**config.mk**
```make
export PLATFORM = sky130hd
export DESIGN_NAME = apb_master_bridge_flat
export DESIGN_NICKNAME = d
export VERILOG_FILES = /design/src/rtl/apb_pkg.sv /design/src/rtl/apb_intf.sv /design/src/rtl/apb_wdt_cnt.sv /design/src/rtl/apb_master_bridge.sv /design/src/flat_wrapper.sv
export SDC_FILE = /design/constraint.sdc
export NUM_CORES = 1
export LEC_CHECK = 0
export ABC_AREA = 1
export BUFFER_PORTS_ARGS = -buffer_cell sky130_fd_sc_hd__clkbuf_2
export CORE_MARGIN = 2
export CORE_UTILIZATION = 45
export DETAILED_ROUTE_END_ITERATION = 8
export GPL_ROUTABILITY_DRIVEN = 1
export PLACE_DENSITY = 0.8
export REMOVE_ABC_BUFFERS = 1
export SLEW_MARGIN = 10
export SYNTH_ARGS = -nofsm -noshare
export SYNTH_HDL_FRONTEND = slang
export SYNTH_SLANG_ARGS = --single-unit
```
**constraint.sdc**
```tcl
create_clock -name clk -period 1.8 [get_ports clk]
set_input_delay 0.27 -clock clk [delete_from_list [all_inputs] [get_ports clk]]
set_output_delay 0.27 -clock clk [all_outputs]
set_load 0.01 [all_outputs]
```
**src/rtl/apb_pkg.sv**
```systemverilog
// Shared APB definitions: master FSM states, pprot bit positions and the
// default watchdog limit used by APB initiators.
package apb_pkg;

  typedef enum logic [1:0] {
    IDLE   = 2'd0,
    SETUP  = 2'd1,
    ACCESS = 2'd2,
    RESP   = 2'd3
  } apb_mst_state_e;

  localparam logic [2:0] APB_PROT_PRIV  = 3'b001;
  localparam logic [2:0] APB_PROT_NSEC  = 3'b010;
  localparam logic [2:0] APB_PROT_INSTR = 3'b100;

  localparam int APB_TIMEOUT_DEFAULT = 256;

endpackage

```
**src/rtl/apb_intf.sv**
```systemverilog
// APB4 bus segment: one initiator (master modport) talking to one or more
// completers through decoders (slave modport).
interface apb_intf #(
  parameter int ADDR_WIDTH = 32,
  parameter int DATA_WIDTH = 32
);

  logic                    psel;
  logic                    penable;
  logic [ADDR_WIDTH-1:0]   paddr;
  logic                    pwrite;
  logic [DATA_WIDTH/8-1:0] pstrb;
  logic [2:0]              pprot;
  logic [DATA_WIDTH-1:0]   pwdata;
  logic [DATA_WIDTH-1:0]   prdata;
  logic                    pslverr;
  logic                    pready;

  modport master (
    output psel, penable, paddr, pwrite, pstrb, pprot, pwdata,
    input  prdata, pslverr, pready
  );

  modport slave (
    input  psel, penable, paddr, pwrite, pstrb, pprot, pwdata,
    output prdata, pslverr, pready
  );

endinterface

```
**src/rtl/apb_wdt_cnt.sv**
```systemverilog
// Clear/enable saturating wait-state counter; expired flags the cycle in which
// the LIMIT-th consecutive wait is being counted. LIMIT = 0 disables it.
module apb_wdt_cnt #(
  parameter int LIMIT = 256
) (
  input  logic clk,
  input  logic srst,
  input  logic clr,
  input  logic en,
  output logic expired
);

  localparam int            CW      = (LIMIT < 1) ? 1 : $clog2(LIMIT + 1);
  localparam bit            ENABLED = (LIMIT > 0);
  localparam logic [CW-1:0] LAST    = ENABLED ? CW'(LIMIT - 1) : '0;

  logic [CW-1:0] count_reg;

  always_ff @(posedge clk) begin
    if (srst || clr) begin
      count_reg <= '0;
    end else if (ENABLED && en && (count_reg != '1)) begin
      count_reg <= count_reg + CW'(1);
    end
  end

  assign expired = ENABLED && (count_reg == LAST);

endmodule

```
**src/rtl/apb_master_bridge.sv**
```systemverilog
// APB4 initiator: turns one valid/ready request into a SETUP/ACCESS transfer
// and returns read data and error status on a valid/ready response channel.
module apb_master_bridge
  import apb_pkg::*;
#(
  parameter int ADDR_WIDTH = 32,
  parameter int DATA_WIDTH = 32,
  parameter int TIMEOUT    = APB_TIMEOUT_DEFAULT
) (
  input  logic                    clk,
  input  logic                    srst,
  input  logic                    req_valid,
  output logic                    req_ready,
  input  logic [ADDR_WIDTH-1:0]   req_addr,
  input  logic                    req_write,
  input  logic [DATA_WIDTH-1:0]   req_wdata,
  input  logic [DATA_WIDTH/8-1:0] req_strb,
  input  logic [2:0]              req_prot,
  output logic                    rsp_valid,
  input  logic                    rsp_ready,
  output logic [DATA_WIDTH-1:0]   rsp_rdata,
  output logic                    rsp_slverr,
  output logic                    rsp_timeout,
  apb_intf.master                 m_apb
);

  localparam int STRB_WIDTH = DATA_WIDTH / 8;

  apb_mst_state_e state_reg, state_next;

  logic accept, capture, abort;
  logic wdt_clr, wdt_en, wdt_expired;

  logic [ADDR_WIDTH-1:0] paddr_reg;
  logic                  pwrite_reg;
  logic [DATA_WIDTH-1:0] pwdata_reg;
  logic [STRB_WIDTH-1:0] pstrb_reg;
  logic [2:0]            pprot_reg;
  logic [DATA_WIDTH-1:0] rsp_rdata_reg;
  logic                  rsp_slverr_reg;
  logic                  rsp_timeout_reg;
  logic [STRB_WIDTH-1:0] strb_masked;

  // Reads never carry byte strobes onto the bus.
  genvar gi;
  generate
    for (gi = 0; gi < STRB_WIDTH; gi++) begin : g_strb
      assign strb_masked[gi] = req_strb[gi] & req_write;
    end
  endgenerate

  apb_wdt_cnt #(
    .LIMIT   (TIMEOUT)
  ) u_wdt (
    .clk     (clk),
    .srst    (srst),
    .clr     (wdt_clr),
    .en      (wdt_en),
    .expired (wdt_expired)
  );

  always_ff @(posedge clk) begin
    if (srst) begin
      state_reg <= IDLE;
    end else begin
      state_reg <= state_next;
    end
  end

  always_comb begin
    state_next = state_reg;
    accept     = 1'b0;
    capture    = 1'b0;
    abort      = 1'b0;
    wdt_clr    = 1'b0;
    wdt_en     = 1'b0;
    case (state_reg)
      IDLE: begin
        if (req_valid) begin
          accept     = 1'b1;
          state_next = SETUP;
        end
      end
      SETUP: begin
        wdt_clr    = 1'b1;
        state_next = ACCESS;
      end
      ACCESS: begin
        // A late pready still completes normally even on the expiry cycle.
        if (m_apb.pready) begin
          capture    = 1'b1;
          state_next = RESP;
        end else begin
          wdt_en = 1'b1;
          if (wdt_expired) begin
            abort      = 1'b1;
            state_next = RESP;
          end
        end
      end
      RESP: begin
        if (rsp_ready) begin
          state_next = IDLE;
        end
      end
      default: state_next = IDLE;
    endcase
  end

  always_ff @(posedge clk) begin
    if (srst) begin
      paddr_reg       <= '0;
      pwrite_reg      <= 1'b0;
      pwdata_reg      <= '0;
      pstrb_reg       <= '0;
      pprot_reg       <= '0;
      rsp_rdata_reg   <= '0;
      rsp_slverr_reg  <= 1'b0;
      rsp_timeout_reg <= 1'b0;
    end else begin
      if (accept) begin
        paddr_reg  <= req_addr;
        pwrite_reg <= req_write;
        pwdata_reg <= req_wdata;
        pstrb_reg  <= strb_masked;
        pprot_reg  <= req_prot;
      end
      if (capture) begin
        rsp_rdata_reg   <= pwrite_reg ? '0 : m_apb.prdata;
        rsp_slverr_reg  <= m_apb.pslverr;
        rsp_timeout_reg <= 1'b0;
      end else if (abort) begin
        rsp_rdata_reg   <= '0;
        rsp_slverr_reg  <= 1'b1;
        rsp_timeout_reg <= 1'b1;
      end
    end
  end

  assign req_ready     = (state_reg == IDLE) && !srst;
  assign rsp_valid     = (state_reg == RESP);
  assign rsp_rdata     = rsp_rdata_reg;
  assign rsp_slverr    = rsp_slverr_reg;
  assign rsp_timeout   = rsp_timeout_reg;

  assign m_apb.psel    = (state_reg == SETUP) || (state_reg == ACCESS);
  assign m_apb.penable = (state_reg == ACCESS);
  assign m_apb.paddr   = paddr_reg;
  assign m_apb.pwrite  = pwrite_reg;
  assign m_apb.pwdata  = pwdata_reg;
  assign m_apb.pstrb   = pstrb_reg;
  assign m_apb.pprot   = pprot_reg;

endmodule
```
**src/flat_wrapper.sv**
```systemverilog
// flat-port wrapper written by rule: the top's interface ports become plain ports
module apb_master_bridge_flat import apb_pkg::*;
#(
  parameter int ADDR_WIDTH = 32,
  parameter int DATA_WIDTH = 32,
  parameter int TIMEOUT    = APB_TIMEOUT_DEFAULT
)
  (clk, srst, req_valid, req_ready, req_addr, req_write, req_wdata, req_strb, req_prot, rsp_valid, rsp_ready, rsp_rdata, rsp_slverr, rsp_timeout, m_apb_psel, m_apb_penable, m_apb_paddr, m_apb_pwrite, m_apb_pstrb, m_apb_pprot, m_apb_pwdata, m_apb_prdata, m_apb_pslverr, m_apb_pready);
  apb_intf #(.ADDR_WIDTH(ADDR_WIDTH), .DATA_WIDTH(DATA_WIDTH)) m_apb_i ();
  input  logic clk;
  input  logic srst;
  input  logic req_valid;
  output logic req_ready;
  input  logic [ADDR_WIDTH-1:0] req_addr;
  input  logic req_write;
  input  logic [DATA_WIDTH-1:0] req_wdata;
  input  logic [DATA_WIDTH/8-1:0] req_strb;
  input  logic [2:0] req_prot;
  output logic rsp_valid;
  input  logic rsp_ready;
  output logic [DATA_WIDTH-1:0] rsp_rdata;
  output logic rsp_slverr;
  output logic rsp_timeout;
  output wire logic [$bits(m_apb_i.psel)-1:0] m_apb_psel;
  output wire logic [$bits(m_apb_i.penable)-1:0] m_apb_penable;
  output wire logic [$bits(m_apb_i.paddr)-1:0] m_apb_paddr;
  output wire logic [$bits(m_apb_i.pwrite)-1:0] m_apb_pwrite;
  output wire logic [$bits(m_apb_i.pstrb)-1:0] m_apb_pstrb;
  output wire logic [$bits(m_apb_i.pprot)-1:0] m_apb_pprot;
  output wire logic [$bits(m_apb_i.pwdata)-1:0] m_apb_pwdata;
  input wire logic [$bits(m_apb_i.prdata)-1:0] m_apb_prdata;
  input wire logic [$bits(m_apb_i.pslverr)-1:0] m_apb_pslverr;
  input wire logic [$bits(m_apb_i.pready)-1:0] m_apb_pready;
  assign m_apb_psel = m_apb_i.psel;
  assign m_apb_penable = m_apb_i.penable;
  assign m_apb_paddr = m_apb_i.paddr;
  assign m_apb_pwrite = m_apb_i.pwrite;
  assign m_apb_pstrb = m_apb_i.pstrb;
  assign m_apb_pprot = m_apb_i.pprot;
  assign m_apb_pwdata = m_apb_i.pwdata;
  assign m_apb_i.prdata = m_apb_prdata;
  assign m_apb_i.pslverr = m_apb_pslverr;
  assign m_apb_i.pready = m_apb_pready;
  apb_master_bridge #(.ADDR_WIDTH(ADDR_WIDTH), .DATA_WIDTH(DATA_WIDTH), .TIMEOUT(TIMEOUT)) u_core (.clk(clk), .srst(srst), .req_valid(req_valid), .req_ready(req_ready), .req_addr(req_addr), .req_write(req_write), .req_wdata(req_wdata), .req_strb(req_strb), .req_prot(req_prot), .rsp_valid(rsp_valid), .rsp_ready(rsp_ready), .rsp_rdata(rsp_rdata), .rsp_slverr(rsp_slverr), .rsp_timeout(rsp_timeout), .m_apb(m_apb_i));
endmodule
```
### After elaboration in Yosys (flattened, before gate mapping)

Cells that the tools add are included.
Widths: inputs -> output; s select.

| word-level totals | value |
|---|---|
| bits in registers | 117 |
| output and inout bits | 110 |

| cells by class | value |
|---|---|
| reduce and logical (&&, ||, !) cells | 9 |
| mux-type cells | 20 |
| bitwise operators | 4 |
| eq/ne operators | 8 |
| add/sub/neg operators | 1 |

Operators by type and width:

| kind | number |
|---|---|
| $mux 32 | 3 |
| $mux 1 | 12 |
| $add 9x1->9 const B | 1 |
| $eq 9x8->1 const B | 1 |
| $ne 9x9->1 const B | 1 |
| $mux 2 | 4 |
| $pmux 2 s4 | 1 |
| $and 1x1->1 | 4 |
| $eq 2x2->1 const B | 2 |
| $ne 3x1->1 const B | 1 |
| $reduce_and 3->1 | 1 |
| $eq 2x1->1 const B | 1 |
| $logic_and 1x1->1 | 2 |
| $logic_not 2->1 | 1 |
| $logic_or 1x1->1 | 2 |
| $ne 2x1->1 const B | 1 |
| $ne 2x2->1 const B | 1 |
| $reduce_bool 2->1 | 1 |
| $reduce_or 2->1 | 1 |
| $logic_not 1->1 | 1 |

### Logic depth before layout (Yosys ltp)

Gate-level depths: netlist of run 1.

| depth | value |
|---|---|
| word-level depth | 6 |
| gate-level depth with buffers | 11 |

### By module

From an unflattened synthesis of run 1, not the netlist that was laid out.

| second synthesis, totals | value |
|---|---|
| cells, all modules | 564 |
| area total of the unflattened synthesis | 4362.9 um2 |

Modules (own cells, without submodules):

| module | cells an instance | times used | sequential area each (um2) | area each (um2) |
|---|---|---|---|---|
| apb_master_bridge | 496 | 1 | 2162.1 | 3863.7 |
| apb_wdt_cnt | 68 | 1 | 180.2 | 499.2 |

### Worst setup path after synthesis of run 1

No wires, ideal clock.

| path | value |
|---|---|
| kind | reg-to-reg |
| from | register u_core.u_wdt.count_reg[0] |
| to | register u_core.u_wdt.count_reg[5] |
| stages on the path, launching flop included | 12 |
| arrival time | 1539 ps |
| slack | 150 ps |
| library setup time | 111 ps |
| buffers on the path | 0 |
| clock period less this slack | 1650 ps |
| required time | 1689 ps |
| cell sequence | dfxtp_1 ha_1 nand3_1 nor4_1 ha_1 inv_1 nand3_1 nor2_1 nand2_1 nand2_1 inv_1 nor2_1 |

| between the ends | value |
|---|---|
| cells in the longest elaborated chain, start to end | 2 |
| elaborated cells between the ends (all ways) | 3 |

RTL lines:

| what | line | text |
|---|---|---|
| from (decl) | apb_wdt_cnt.sv:17 | `logic [CW-1:0] count_reg;` |
| from (signal assigned) | apb_wdt_cnt.sv:23 | `count_reg <= count_reg + CW'(1);` |
| branches (longest 2 deep; another with $add 9x1->9) | -- |  |

Parallel ways; which one is timed is not known.
A chain may end at the register's enable or synchronous reset.

### Worst setup path after layout of run 1

| path | value |
|---|---|
| from | register u_core.state_reg[1] |
| to | output req_ready |

| between the ends | value |
|---|---|
| cells in the longest elaborated chain, start to end | 2 |

RTL lines:

| what | line | text |
|---|---|---|
| from (decl) | apb_master_bridge.sv:29 | `apb_mst_state_e state_reg, state_next;` |
| from (signal assigned) | apb_master_bridge.sv:66 | `state_reg <= state_next;` |
| $logic_not 2->1 | apb_master_bridge.sv:140 | `assign req_ready = (state_reg == IDLE) && !srst;` |
| $logic_and 1x1->1 | apb_master_bridge.sv:140 |  |
| to (decl) | flat_wrapper.sv:13 | `output logic req_ready;` |

Every way passes these cells.

==> summary.txt, run 1 <==
Drt
  – WL/cell: 13.1 um
  – 1st-pass router iterations: 5
  – Vias per inst: 4.80
  – Initial DRC count: between 100 and 150
  – Vias: 4521
  – Post-Route WL: 12300 um
  – DRC errors left: 0
  – Antenna-violating nets left: 0

Critical path
  – CP Max Fanout: 4
  – R2R Path Start: u_core.u_wdt.count_reg[0]
  – CP startpoint kind: flip-flop
  – CP max-delay cell: dfxtp_1
  – CP top delay family: buffers and inverters
  – Critical Path RT: ~1.5 ns
  – Worst Setup End Kind: output port
  – CP peak stage delay: 0.34 ns
  – CP Launch Point: u_core.state_reg[1]
  – Worst EP arrival: 1.46 ns
  – Number of buffers and inverters on the critical path: 3
  – Critical path class: flip-flop to output port
  – Crit path cell chain: inv_1 > ha_4 > inv_1 > nor2_1 > clkbuf_2
  – Critical Path Most Common Cell: inv_1

Timing
  – Hold Fails Final Rpt: 0
  – Final setup vio count: 0
  – Maximum clock rate: ~580 MHz
  – Measured slew at the worst slew-check pin: 0.551 ns
  – Worst Skew: 0.00934 ns
  – Setup slack after layout: ~0.066 ns
  – Final-report max-slew violation count: 0
  – Fin crit share: 96.3%
  – Max_slew headroom: 63.1%
  – Minimum clock period: 1.73 ns

GRT
  – GR peak layer: met2
  – Antenna violations before repair: 0
  – Met2 usage: around 39%
  – Tot GR Track Use: 22.6%
  – Met1 usage: 25.0%
  – First-pass GRT wire length: 18700 um
  – Met3 global-route usage: 5.45%
  – Remaining global-route overflow: 0
  – Largest net degree at the start of global routing: 68
  – Vias in the first global route: 4149

Floorplan
  – Initial core utilization: 46.5%
  – Die width: 102 um
  – Die ar.: 0.0103 sq mm
  – Row count: 35
  – Core ar.: 0.00924 sq mm
  – Die height: 102 um
  – I/O Pins: 220

Logic synthesis
  – Most frequent cells after synthesis: nor2_1 (156), dfxtp_1 (117), nand2_1 (98)
  – Synth async-reset ratio: 0%
  – Area of the mapped netlist: ~0.0043 sq mm
  – Synth area leaders: dfxtp_1 (55%), nor2_1 (14%), nand2_1 (8.6%)
  – Synth unique cells: 19
  – Most common cell in the netlist: nor2_1
  – Synth top area share: around 55%
  – Number of synthesized flops with an enable pin: 0
  – Sequential share of the synthesized area: 54.5%
  – Cells after Synth: 568
  – Synthesized flop and latch total: 117
  – Yosys warning total: 0
  – Mean Syn Cell Area: 7.56 sq um
  – Primary FF master, synth: dfxtp_1
  – Area leader, netlist: dfxtp_1

Pwr
  – Max VDD drop: 0.920 mV
  – Pleak: about 3.0 nW
  – P per Cell Area: 1460 mW/mm^2

Placement
  – Post-detail-place hpwl: around 8500 um
  – IO buf count: between 200 and 250
  – Post-DP Area: 0.00554 sq mm
  – Gpl congestion: 0.854
  – Pre-CTS setup slack: -0.0434 ns

Clock tree
  – Root Driver: clkbuf_8
  – H-tree depth: 4
  – Clock transition at the registers of the reported paths: roughly 0.06 ns
  – Clock latency on the worst-skew pair: 0.48 ns
  – TritonCTS clock tree: done
  – Post-CTS setup buffers: 0
  – CTS buffer count: 17
  – Clock sinks: 117
  – Clock Tree Buf Depth: 2

Cells and area
  – Layout cells sized above 1: 33.7%
  – Area Overhead vs Synth: 48.6%
  – Fill cell count: 757
  – Nets: about 920
  – Final Cell Area: 0.00639 sq mm
  – Diodes inserted: 0

Min path
  – Hold Startpoint: m_apb_prdata[22]
  – Hold Crit Class: input port to flip-flop

Run status
  – Status: completed

Run
  – Max cap viols: 0
## final timing paths
kind	to	slack, ns	cells after the start
worst min register to register	u_core.rsp_timeout	0.45	2
worst max register to register	u_core.rsp_rdata[6]	0.08	8
worst min-delay path	u_core.rsp_rdata[22]	0.02	3
worst max-delay path	req_ready	0.07	5
## worst reg2reg max path, stage by stage (launching register included)
cell	delay, ns
dfxtp_4	0.37
ha_4	0.15
nand3_4	0.09
nor4_4	0.33
ha_2	0.25
o21ai_2	0.07
buf_12	0.18
nand2_1	0.09
a21oi_1	0.07
## per-layer routing
metal  vias to the layer above  part of all wire [%]
met5                         -                     0
met4                         0                   4.1
met3                        42                   4.4
met2                       147                    52
met1                      2058                    39
li1                       2274                     -
## report_power, final
group,internal (W),switching [W],total (W)
Sequential,0.00314,0.000298,0.00344
Combinational,0.00104,0.00154,0.00258
Clock,0.00214,0.00117,0.00330
Total,0.00632,0.00300,0.00932
## area by class of cell
cell class / instances / area (sq um) / area share, %
repair buffers: 246 / 1400 / 21.9
well taps: 129 / 161 / 2.53
multi-input cells: 391 / 1790 / 28.0
clock inverters: 12 / 155 / 2.43
clock buffers: 19 / 432 / 6.76
inverters: 28 / 105 / 1.65
flip-flops and latches: 117 / 2350 / 36.8
## layout by cell type, fill, tap and decap left out, drive strengths merged, types with 9 or more instances in the layout
cell,count
clkbuf,238
nor2,157
dfxtp,117
nand2,98
o21ai,73
a21oi,41
inv,29
dlygate4sd3,18
nand3,9
buf,9
## kinds of logic after synthesis
| family | count (synthesis) | share of synthesized area (%) |
|---|---|---|
| compound gates | 115 | 13.4 |
| fa+ha+maj | 8 | 2.33 |
| buf+inv | 60 | 5.77 |
| flops | 117 | 54.5 |
| simple gates | 268 | 24.0 |
## stage by stage
stage / setup TNS, ns / hold slack [ns] / utilization [%] / instances / total power, W
2_1_floorplan: -92.80 / 0.339 / - / 536 / 0.00483
3_3_place_gp: 0 / 0.434 / 59.9 / 893 / 0.00585
3_5_place_dp: -0.0884 / 0.442 / 59.9 / 893 / 0.00597
4_1_cts: 0 / 0.000725 / 68.3 / 942 / 0.00931
5_1_grt: -0.0567 / 0.00229 / 69.1 / 942 / 0.00986
6_report: 0 / 0.0240 / 69.1 / 942 / 0.00932
## timing repair
action / 4_1_cts / 5_1_grt
pin swaps: 0 / 3
endpoints found under the hold margin: 18 / 0
endpoints found under the setup margin: 20 / 95
resized for setup: 2 / 17
hold buffers: 18 / 0
No activity file was read; power rests on OpenSTA's default activity.
==> inputs of run 2 (changes only) <==
Settings changed: PLACE_DENSITY 0.8 to 0.89.
==> run 2 against run 1 <==
Effect of this change: the flow now finishes with violations (setup timing); combinational power is 5% higher; register-to-register slack worse by 0.18 ns; core utilization up 3.2 points; clock skew decreased by 0.0020 ns; final area increased by 4.6%; non-clock buffer count increased by 14; critical path depth increased by 3; critical path type is now flip-flop to flip-flop.
==> summary.txt, run 2 (synthesis gave the netlist of run 1 again) <==
Critical path
  – Critical Path RT: 2.16 ns (+0.63 ns)
  – CP peak stage delay: 0.36 ns (+0.02 ns)
  – Crit path cell chain: ha_4 > nand3_4 > nor4_4 > ha_2 > o21ai_4 > buf_12 > nand2_1 > a21oi_1
  – CP startpoint kind: flip-flop
  – CP Max Fanout: 5 (+1)
  – CP top delay family: simple AND/OR/NAND/NOR gates
  – Number of buffers and inverters on the critical path: 1 (-2)
  – Critical path class: flip-flop to flip-flop
  – Worst EP arrival: 2.25 ns (+0.79 ns)
  – Worst Setup End Kind: flip-flop
  – CP max-delay cell: dfxtp_4

GRT
  – Remaining global-route overflow: 0 (unchanged)
  – First-pass GRT wire length: 19500 um (+4.1%)
  – Largest net degree at the start of global routing: 70 (+2.9%)
  – Vias in the first global route: 4246 (+2.3%)
  – Antenna violations before repair: 1 (+1)
  – Tot GR Track Use: 24.0% (+1.4 points)

Clock tree
  – Clock sinks: 117 (unchanged)
  – Clock transition at the registers of the reported paths: 0.06 ns (about the same)
  – TritonCTS clock tree: done
  – CTS buffer count: 17 (unchanged)
  – H-tree depth: 4 (unchanged)
  – Clock latency on the worst-skew pair: 0.49 ns (about the same)
  – Root Driver: clkbuf_8
  – Clock Tree Buf Depth: 2 (unchanged)

Pwr
  – P per Cell Area: 1450 mW/mm^2 (-0.45%)
  – Pleak: 3.15 nW (+4.3%)
  – Max VDD drop: 1.05 mV (+14%)

Cells and area
  – Final Cell Area: 0.00668 sq mm (+4.6%)
  – Final Util: 72.3% (+3.2 points)
  – Most frequent cells in the layout: clkbuf_2 (218), nor2_1 (155), dfxtp_1 (114)
  – Area Overhead vs Synth: 55.5%
  – Commonest non-fill, non-tap cell in the layout: clkbuf_2
  – Layout cells sized above 1: 36.6% (+2.9 points)
  – Nets: 933 (+1.5%)

Timing
  – Minimum clock period: 1.90 ns (+0.162 ns)
  – Measured slew at the worst slew-check pin: 0.399 ns (-0.153 ns)
  – Hold Fails Final Rpt: 0 (unchanged)
  – Maximum clock rate: 527 MHz (-8.5%)
  – Setup slack after layout: -0.0959 ns (-0.162 ns)
  – RSZ-0062 raised after global routing: yes
  – Worst Skew: 0.00731 ns (-0.00203 ns)
  – Final setup vio count: 32 (+32)
  – Final-report max-slew violation count: 0 (unchanged)
  – Max_slew headroom: 73.3% (+10 points)
  – Fin crit share: 105% (+9.0 points)
  – Hold slack: 0.0220 ns (-0.00202 ns)

Placement
  – Post-detail-place hpwl: 8160 um (-4.4%)
  – IO buf count: 219 (unchanged)
  – Post-DP Area: 0.00555 sq mm (+0.23%)
  – Gpl congestion: 0.881 (+3.1%)

Drt
  – WL/cell: 13.8 um (+5.8%)
  – Vias per inst: 4.81 (+0.14%)
  – Vias: 4604 (+1.8%)
  – Post-Route WL: 13300 um (+7.6%)
  – Antenna-violating nets left: 0 (unchanged)
  – Initial DRC count: 152 (+15%)
  – DRC errors left: 0 (unchanged)
  – 1st-pass router iterations: 6 (+1)

Floorplan
  – I/O Pins: 220 (unchanged)
  – Row count: 35 (unchanged)
  – Core ar.: 0.00924 sq mm (unchanged)
  – Die ar.: 0.0103 sq mm (unchanged)
  – Die width: 102 um (unchanged)
  – Initial core utilization: 46.5% (unchanged)
  – Die height: 102 um (unchanged)

Run status
  – Failing checks: setup timing
  – Status: complete, but fails checks

Run
  – Max cap viols: 0 (unchanged)

Min path
  – Hold Crit Class: input port to flip-flop
run 2: changes by cell type in the layout (fill, tap and decap cells not counted), moves of 3 or more:
cell           before  now
clkbuf_16          16   19
clkinvlp_4          5    2
dlygate4sd3_1      18   26
nand2_1            97   79
nand2_2             0   18
run 2: cell type report:
| class | instances | area, sq um |
|---|---|---|
| Antenna cell | 1 | 2.50 |
| Clock buffer | 19 | 422 |
| Clock inverter | 13 | 206 |
| Fill cell | 731 | 2560 |
| Inverter | 28 | 105 |
| Multi-Input combinational cell | 391 | 1850 |
| Sequential cell | 117 | 2350 |
| Tap cell | 129 | 161 |
| Timing Repair Buffer | 260 | 1590 |
run 2: timing repair:
| item | CTS | global route |
|---|---|---|
| gates cloned | 0 | 4 |
| endpoints found under the setup margin | 42 | 47 |
| hold buffers | 26 | 0 |
| setup buffers | 0 | 2 |
| endpoints found under the hold margin | 26 | 0 |
| resized for setup | 2 | 44 |
| pin swaps | 0 | 6 |
run 2: tightest hold or removal path: stages:
cell,delay [ns]
clkbuf_2,0.07
o21ai_0,0.07
nor2_1,0.07
run 2: report_power, final:
group,switching [W],leakage [nW],internal [W]
registers,0.000301,0.961,0.00314
logic,0.00158,1.89,0.00112
clock network,0.00117,0.302,0.00239
run 2: worst paths after layout:
kind / end / start / cells past startpoint / slack, ns
setup / recovery: u_core.rsp_rdata[7] / u_core.u_wdt.count_reg[0] / 8 / -0.1
hold reg to reg: u_core.rsp_rdata[18] / u_core.rsp_rdata[18] / 2 / 0.46
setup reg to reg: u_core.rsp_rdata[7] / u_core.u_wdt.count_reg[0] / 8 / -0.1
hold / removal: u_core.m_apb.paddr[6] / req_addr[6] / 3 / 0.02
run 2: metrics by stage:
stage	setup WS, ns	instances	power, W	TNS, ns
CTS	0.00318	951	0.00958	0
global placement	0.107	893	0.00589	0
global route	-0.156	958	0.0103	-4.60
finish	-0.0959	958	0.00971	-1.98
floorplan	-1.14	536	0.00483	-92.80
detailed placement	0.0229	893	0.00596	0
run 2: layer usage:
layer / part of all wire (%) / global-route usage (%) / vias to the layer above
met1: 40 / 27.4 / 2082
met2: 51 / 40.5 / 174
met3: 4.6 / 6.35 / 47
li1: - / - / 2301
met4: 4.4 / 13.6 / 0
met5: 0 / 0 / -
